--- config.mk ---
export PLATFORM = sky130hd
export DESIGN_NAME = rgmii_tx_framer_flat
export DESIGN_NICKNAME = d
export VERILOG_FILES = /design/src/rtl/rgmii_tx_framer_if.sv /design/src/rtl/rgmii_tx_framer.sv /design/src/flat_wrapper.sv
export SDC_FILE = /design/constraint.sdc
export NUM_CORES = 1
export LEC_CHECK = 0
export BUFFER_PORTS_ARGS = -buffer_cell sky130_fd_sc_hd__buf_2
export CORE_MARGIN = 2
export CORE_UTILIZATION = 40
export DETAILED_ROUTE_END_ITERATION = 6
export PLACE_DENSITY = 0.58
export REMOVE_ABC_BUFFERS = 1
export SLEW_MARGIN = 20
export SYNTH_ARGS = -nofsm -noshare
export SYNTH_HDL_FRONTEND = slang
export SYNTH_SLANG_ARGS = --single-unit
--- constraint.sdc ---
create_clock -name clk -period 4.72 [get_ports clk]
set_input_delay 0.236 -clock clk [delete_from_list [all_inputs] [get_ports clk]]
set_output_delay 0.236 -clock clk [all_outputs]
set_load 0.05 [all_outputs]
--- src/rtl/rgmii_tx_framer_if.sv ---
// Byte-stream handshake carrying frame content (destination MAC through payload) into the
// RGMII transmit framer.
interface rgmii_tx_framer_if;
    logic [7:0] s_data;
    logic       s_valid;
    logic       s_last;
    logic       s_ready;

    modport master (
        output s_data,
        output s_valid,
        output s_last,
        input  s_ready
    );

    modport slave (
        input  s_data,
        input  s_valid,
        input  s_last,
        output s_ready
    );
endinterface

--- src/rtl/rgmii_tx_framer.sv ---
// Gigabit RGMII transmit framer: adds preamble/SFD, zero-pads, appends CRC-32 FCS and holds off
// for the inter-frame gap. Outputs are registered nibble pairs for the DDR output cells.
module rgmii_tx_framer #(
    parameter int unsigned MIN_FRAME = 60,
    parameter int unsigned IFG_BYTES = 12
) (
    input  logic             clk,
    input  logic             rst_n,
    rgmii_tx_framer_if.slave s_if,
    output logic [3:0]       txd_d1_o,
    output logic [3:0]       txd_d2_o,
    output logic             txctl_d1_o,
    output logic             txctl_d2_o,
    output logic             busy_o,
    output logic             underrun_o
);

    typedef enum logic [2:0] {
        StIdle,
        StPreamble,
        StSfd,
        StData,
        StPad,
        StFcs,
        StIfg,
        StDrain
    } state_e;

    // The IDLE exit cycle already launches the first 0x55, so PREAMBLE covers the other six.
    localparam logic [7:0]  PreLast = 8'd5;
    localparam logic [7:0]  IfgLast = 8'(IFG_BYTES - 1);
    localparam logic [11:0] MinLen  = 12'(MIN_FRAME);

    state_e      state_q, state_d;
    logic [7:0]  phase_q, phase_d;
    logic [10:0] byte_cnt_q, byte_cnt_d;
    logic [31:0] crc_q, crc_d;
    logic [7:0]  txd_q;
    logic        ctl1_q, ctl2_q, busy_q, underrun_q;

    logic [7:0]  byte_d;
    logic        en_d, er_d, underrun_d;
    logic [10:0] cnt_inc;

    function automatic logic [31:0] crc_step(input logic [31:0] crc, input logic [7:0] d);
        logic [31:0] c;
        c = crc;
        for (int i = 0; i < 8; i++) begin
            c = (c[0] ^ d[i]) ? ((c >> 1) ^ 32'hEDB8_8320) : (c >> 1);
        end
        return c;
    endfunction

    assign cnt_inc = (byte_cnt_q == '1) ? byte_cnt_q : byte_cnt_q + 11'd1;
    assign s_if.s_ready = (state_q == StData) || (state_q == StDrain);

    always_comb begin
        state_d    = state_q;
        phase_d    = phase_q;
        byte_cnt_d = byte_cnt_q;
        crc_d      = crc_q;
        byte_d     = 8'h00;
        en_d       = 1'b0;
        er_d       = 1'b0;
        underrun_d = 1'b0;
        unique case (state_q)
            StIdle: begin
                if (s_if.s_valid) begin
                    state_d    = StPreamble;
                    phase_d    = '0;
                    byte_cnt_d = '0;
                    crc_d      = '1;
                    byte_d     = 8'h55;
                    en_d       = 1'b1;
                end
            end
            StPreamble: begin
                byte_d  = 8'h55;
                en_d    = 1'b1;
                phase_d = phase_q + 8'd1;
                if (phase_q == PreLast) state_d = StSfd;
            end
            StSfd: begin
                byte_d  = 8'hD5;
                en_d    = 1'b1;
                state_d = StData;
            end
            StData: begin
                en_d = 1'b1;
                if (s_if.s_valid) begin
                    byte_d     = s_if.s_data;
                    crc_d      = crc_step(crc_q, s_if.s_data);
                    byte_cnt_d = cnt_inc;
                    if (s_if.s_last) begin
                        phase_d = '0;
                        state_d = ({1'b0, cnt_inc} < MinLen) ? StPad : StFcs;
                    end
                end else begin
                    // Starved mid-frame: poison the frame with tx_er and discard the rest.
                    er_d       = 1'b1;
                    underrun_d = 1'b1;
                    state_d    = StDrain;
                end
            end
            StPad: begin
                en_d       = 1'b1;
                crc_d      = crc_step(crc_q, 8'h00);
                byte_cnt_d = cnt_inc;
                if ({1'b0, cnt_inc} >= MinLen) begin
                    phase_d = '0;
                    state_d = StFcs;
                end
            end
            StFcs: begin
                byte_d  = ~crc_q[{phase_q[1:0], 3'b000} +: 8];
                en_d    = 1'b1;
                phase_d = phase_q + 8'd1;
                if (phase_q[1:0] == 2'd3) begin
                    phase_d = '0;
                    state_d = StIfg;
                end
            end
            StIfg: begin
                phase_d = phase_q + 8'd1;
                if (phase_q == IfgLast) state_d = StIdle;
            end
            StDrain: begin
                if (s_if.s_valid && s_if.s_last) begin
                    phase_d = '0;
                    state_d = StIfg;
                end
            end
            default: state_d = StIdle;
        endcase
    end

    always_ff @(posedge clk or negedge rst_n) begin
        if (!rst_n) begin
            state_q    <= StIdle;
            phase_q    <= '0;
            byte_cnt_q <= '0;
            crc_q      <= '1;
            txd_q      <= '0;
            ctl1_q     <= 1'b0;
            ctl2_q     <= 1'b0;
            busy_q     <= 1'b0;
            underrun_q <= 1'b0;
        end else begin
            state_q    <= state_d;
            phase_q    <= phase_d;
            byte_cnt_q <= byte_cnt_d;
            crc_q      <= crc_d;
            txd_q      <= byte_d;
            ctl1_q     <= en_d;
            ctl2_q     <= en_d ^ er_d;
            busy_q     <= (state_d != StIdle);
            underrun_q <= underrun_d;
        end
    end

    assign txd_d1_o   = txd_q[3:0];
    assign txd_d2_o   = txd_q[7:4];
    assign txctl_d1_o = ctl1_q;
    assign txctl_d2_o = ctl2_q;
    assign busy_o     = busy_q;
    assign underrun_o = underrun_q;

endmodule

--- src/flat_wrapper.sv ---
// flat-port wrapper written by rule: the top's interface ports become plain ports
module rgmii_tx_framer_flat 
#(
    parameter int unsigned MIN_FRAME = 60,
    parameter int unsigned IFG_BYTES = 12
)
  (clk, rst_n, txd_d1_o, txd_d2_o, txctl_d1_o, txctl_d2_o, busy_o, underrun_o, s_if_s_data, s_if_s_valid, s_if_s_last, s_if_s_ready);
  rgmii_tx_framer_if s_if_i ();
  input  logic clk;
  input  logic rst_n;
  output logic [3:0] txd_d1_o;
  output logic [3:0] txd_d2_o;
  output logic txctl_d1_o;
  output logic txctl_d2_o;
  output logic busy_o;
  output logic underrun_o;
  input wire logic [$bits(s_if_i.s_data)-1:0] s_if_s_data;
  input wire logic [$bits(s_if_i.s_valid)-1:0] s_if_s_valid;
  input wire logic [$bits(s_if_i.s_last)-1:0] s_if_s_last;
  output wire logic [$bits(s_if_i.s_ready)-1:0] s_if_s_ready;
  assign s_if_i.s_data = s_if_s_data;
  assign s_if_i.s_valid = s_if_s_valid;
  assign s_if_i.s_last = s_if_s_last;
  assign s_if_s_ready = s_if_i.s_ready;
  rgmii_tx_framer #(.MIN_FRAME(MIN_FRAME), .IFG_BYTES(IFG_BYTES)) u_core (.clk(clk), .rst_n(rst_n), .s_if(s_if_i), .txd_d1_o(txd_d1_o), .txd_d2_o(txd_d2_o), .txctl_d1_o(txctl_d1_o), .txctl_d2_o(txctl_d2_o), .busy_o(busy_o), .underrun_o(underrun_o));
endmodule
==> metrics.yaml <==
status:
  status: "finished, final reports clean"
synth:
  synth-seq-area-share_pct: 33.4
  netlist_instances: 556
  synth-edff-count: 0
  ys.flop_type: "dfrtp_1"
  ys_ff_latch: 66
  synth_cell_types: 59
  synth.avg_cell_area_sq_um: 9.10
  yosysWarnings: 0
  synth_area_sq_um: 5060
  async_reset_ff_share_pct: 100
critical_path:
  worst-path-stages: 6
  cp_slowest_stage_delay_ns: 0.76
  r2r-start: "u_core.state_q[1]"
  critPathRequiredTime_ns: 4.95
  crit_chain: "nand2_1 -> nor2_1 -> buf_4 -> or2_2 -> o21ai_0 -> a32o_1"
  cp-end-kind: "register"
  cp.buffers_inverters: 1
  crit_family: "simple AND/OR/NAND/NOR gates"
  critPathArrivalTime_ns: 2.88
  crit_type: "reg2reg"
  start_kind: "register"
  path_max_fanout: 36
  reg2reg_to: "u_core.byte_cnt_q[1]"
  reg2reg_depth: 6
  crit_slowest_cell: "dfrtp_1"
  reg2reg_setup_slack_ns: 2.07
timing:
  final_max_slew_viol_count: 0
  hold_viol: 0
  fin_setup_tns_ns: 0
  worstMarginPinSlew_ns: 1.08
  max_freq_mhz: 378
  post-route-min-period_ns: 2.65
  worst_slack_ns: 2.07
  timing.final.crit_share_pct: 56.1
  setup_violations: 0
  whs_ns: 0.0685
  skew_ns: 0.00488
  max_slew_margin_pct: 27.5
  rsz0062_at_grt: "no"
placed_design:
  place_ws_ns: 2.10
  dp_hpwl_um: 9820
  gp_congestion: 0.884
  portBuffers: 24
routing:
  drcViolationCount: 0
  num_vias: 4112
  vias_per_cell: 5.59
  ant_nets: 0
  drt_iter0_markers: 351
  routed_wl_um: 13800
  firstDrtPassIters: 5
  post_drt_wl_per_cell_um: 18.7
cells_and_area:
  diodes: 0
  area_growth_pct: 10.3
  final_util_pct: 44.8
  drive_above_1_share_pct: 17.8
  layout_commonest_cell: "xnor2_1"
  nets: 574
  final_cell_mix: "80 x xnor2_1, 72 x nor2_1, 41 x a21oi_1, 38 x xor2_1, 35 x nand2_1"
worst_hold_path:
  min-delay-path-class: "in2async"
clocking:
  cts_tree: "yes"
  cts_max_path_buffers: 2
  clk_pin_slew_ns: 0.06
  post_cts_buffers: 0
  cts_made_buffers: 9
  holdBufCountCts: 0
  htreeDepth: 3
  cts-resized-gates: 0
  cts_sinks: 66
  root_buffer: "clkbuf_16"
  clock_latency_ns: 0.34
grt:
  grt_first_pass_wirelength_um: 21700
  grt_usage_pct: 21.4
  grt_overflow_total: 0
  grt_max_degree: 67
  antenna_found_initial: 0
  grt_pass1_vias: 3865
floorplan:
  die_w_um: 116
  dieArea_sq_um: 13600
  ioPinCount: 25
  core_area_sq_um: 12500
  die-height_um: 116
  start_util_pct: 40.6
  row_count: 41
flow_run:
  maxCapViolCount: 0
[cell families after synthesis]
| kind of cell | count (synthesis) | share of synthesized area, % |
|---|---|---|
| adder cells (fa/ha/maj) | 4 | 0.989 |
| multiplexers | 10 | 3.98 |
| flip-flops | 66 | 33.4 |
| AO/OA/AOI/OAI | 132 | 16.6 |
| buffers and inverters | 52 | 4.57 |
| AND/OR/NAND/NOR | 161 | 14.4 |
| XOR/XNOR | 131 | 26.0 |
[flip-flops by register name, indices dropped and copies added, names as in the netlist, 3 cells and up]
| name | flops |
|---|---|
| u_core.byte_cnt_q | 11 |
| u_core.txd_q | 8 |
| u_core.phase_q | 8 |
| u_core.crc_q | 32 |
| u_core.state_q | 3 |
[per-stage QoR]
stage / area (sq um) / instances
CTS: 5580 / 735
global route: 5580 / 735
global placement: 5260 / 719
finish: 5580 / 735
floorplan: 4880 / 517
detailed placement: 5260 / 719
[worst register-to-register path: stages, from the launching register on]
cell and delay (ns):
dfrtp_1 0.76, nand2_1 0.23, nor2_1 0.14, buf_4 0.25
or2_2 0.65, o21ai_0 0.26, a32o_1 0.26
[final cells by class]
type / count / area, sq um
fillers: 1206 / 6890
multi-input cells: 438 / 3140
flip-flops and latches: 66 / 1690
clock buffers: 15 / 289
well taps: 172 / 215
repair buffers: 30 / 165
inverters: 13 / 48.8
clock inverters: 1 / 30.0
[worst max-delay path by stage]
stage	from	to	slack, ns
after global placement	u_core.state_q[0]	u_core.byte_cnt_q[1]	2.13
final	u_core.state_q[1]	u_core.byte_cnt_q[1]	2.07
after floorplan	u_core.state_q[1]	u_core.byte_cnt_q[1]	2.16
after global routing	u_core.state_q[1]	u_core.byte_cnt_q[0]	1.82
after CTS	u_core.state_q[1]	u_core.byte_cnt_q[1]	2.09
after detailed placement	u_core.state_q[1]	u_core.byte_cnt_q[1]	2.10
[synth_stat cells, drive strengths merged (8+ instances only)]
cell type	instances	area, sq um
xnor2	88	865
nor2	73	274
a21oi	41	205
xor2	41	404
nand2	35	131
dfrtp	34	851
dfstp	32	841
o21ai	27	135
clkbuf	26	97.6
buf	13	85.1
nand3	13	65.1
o22ai	13	81.3
inv	12	45.0
a221oi	9	78.8
mux4	8	180
nand4	8	50.1
[routing by layer]
metal	track usage, %	vias up	wire [um]
met3	3.06	18	968
met4	8.49	0	272
met2	33.7	151	6300
met5	0	-	0
met1	29.8	2000	6220
li1	-	1943	-
Power is left out: the tool's default activity adds up to more than one toggle a clock period on the data nets, which glitch-free logic cannot reach.
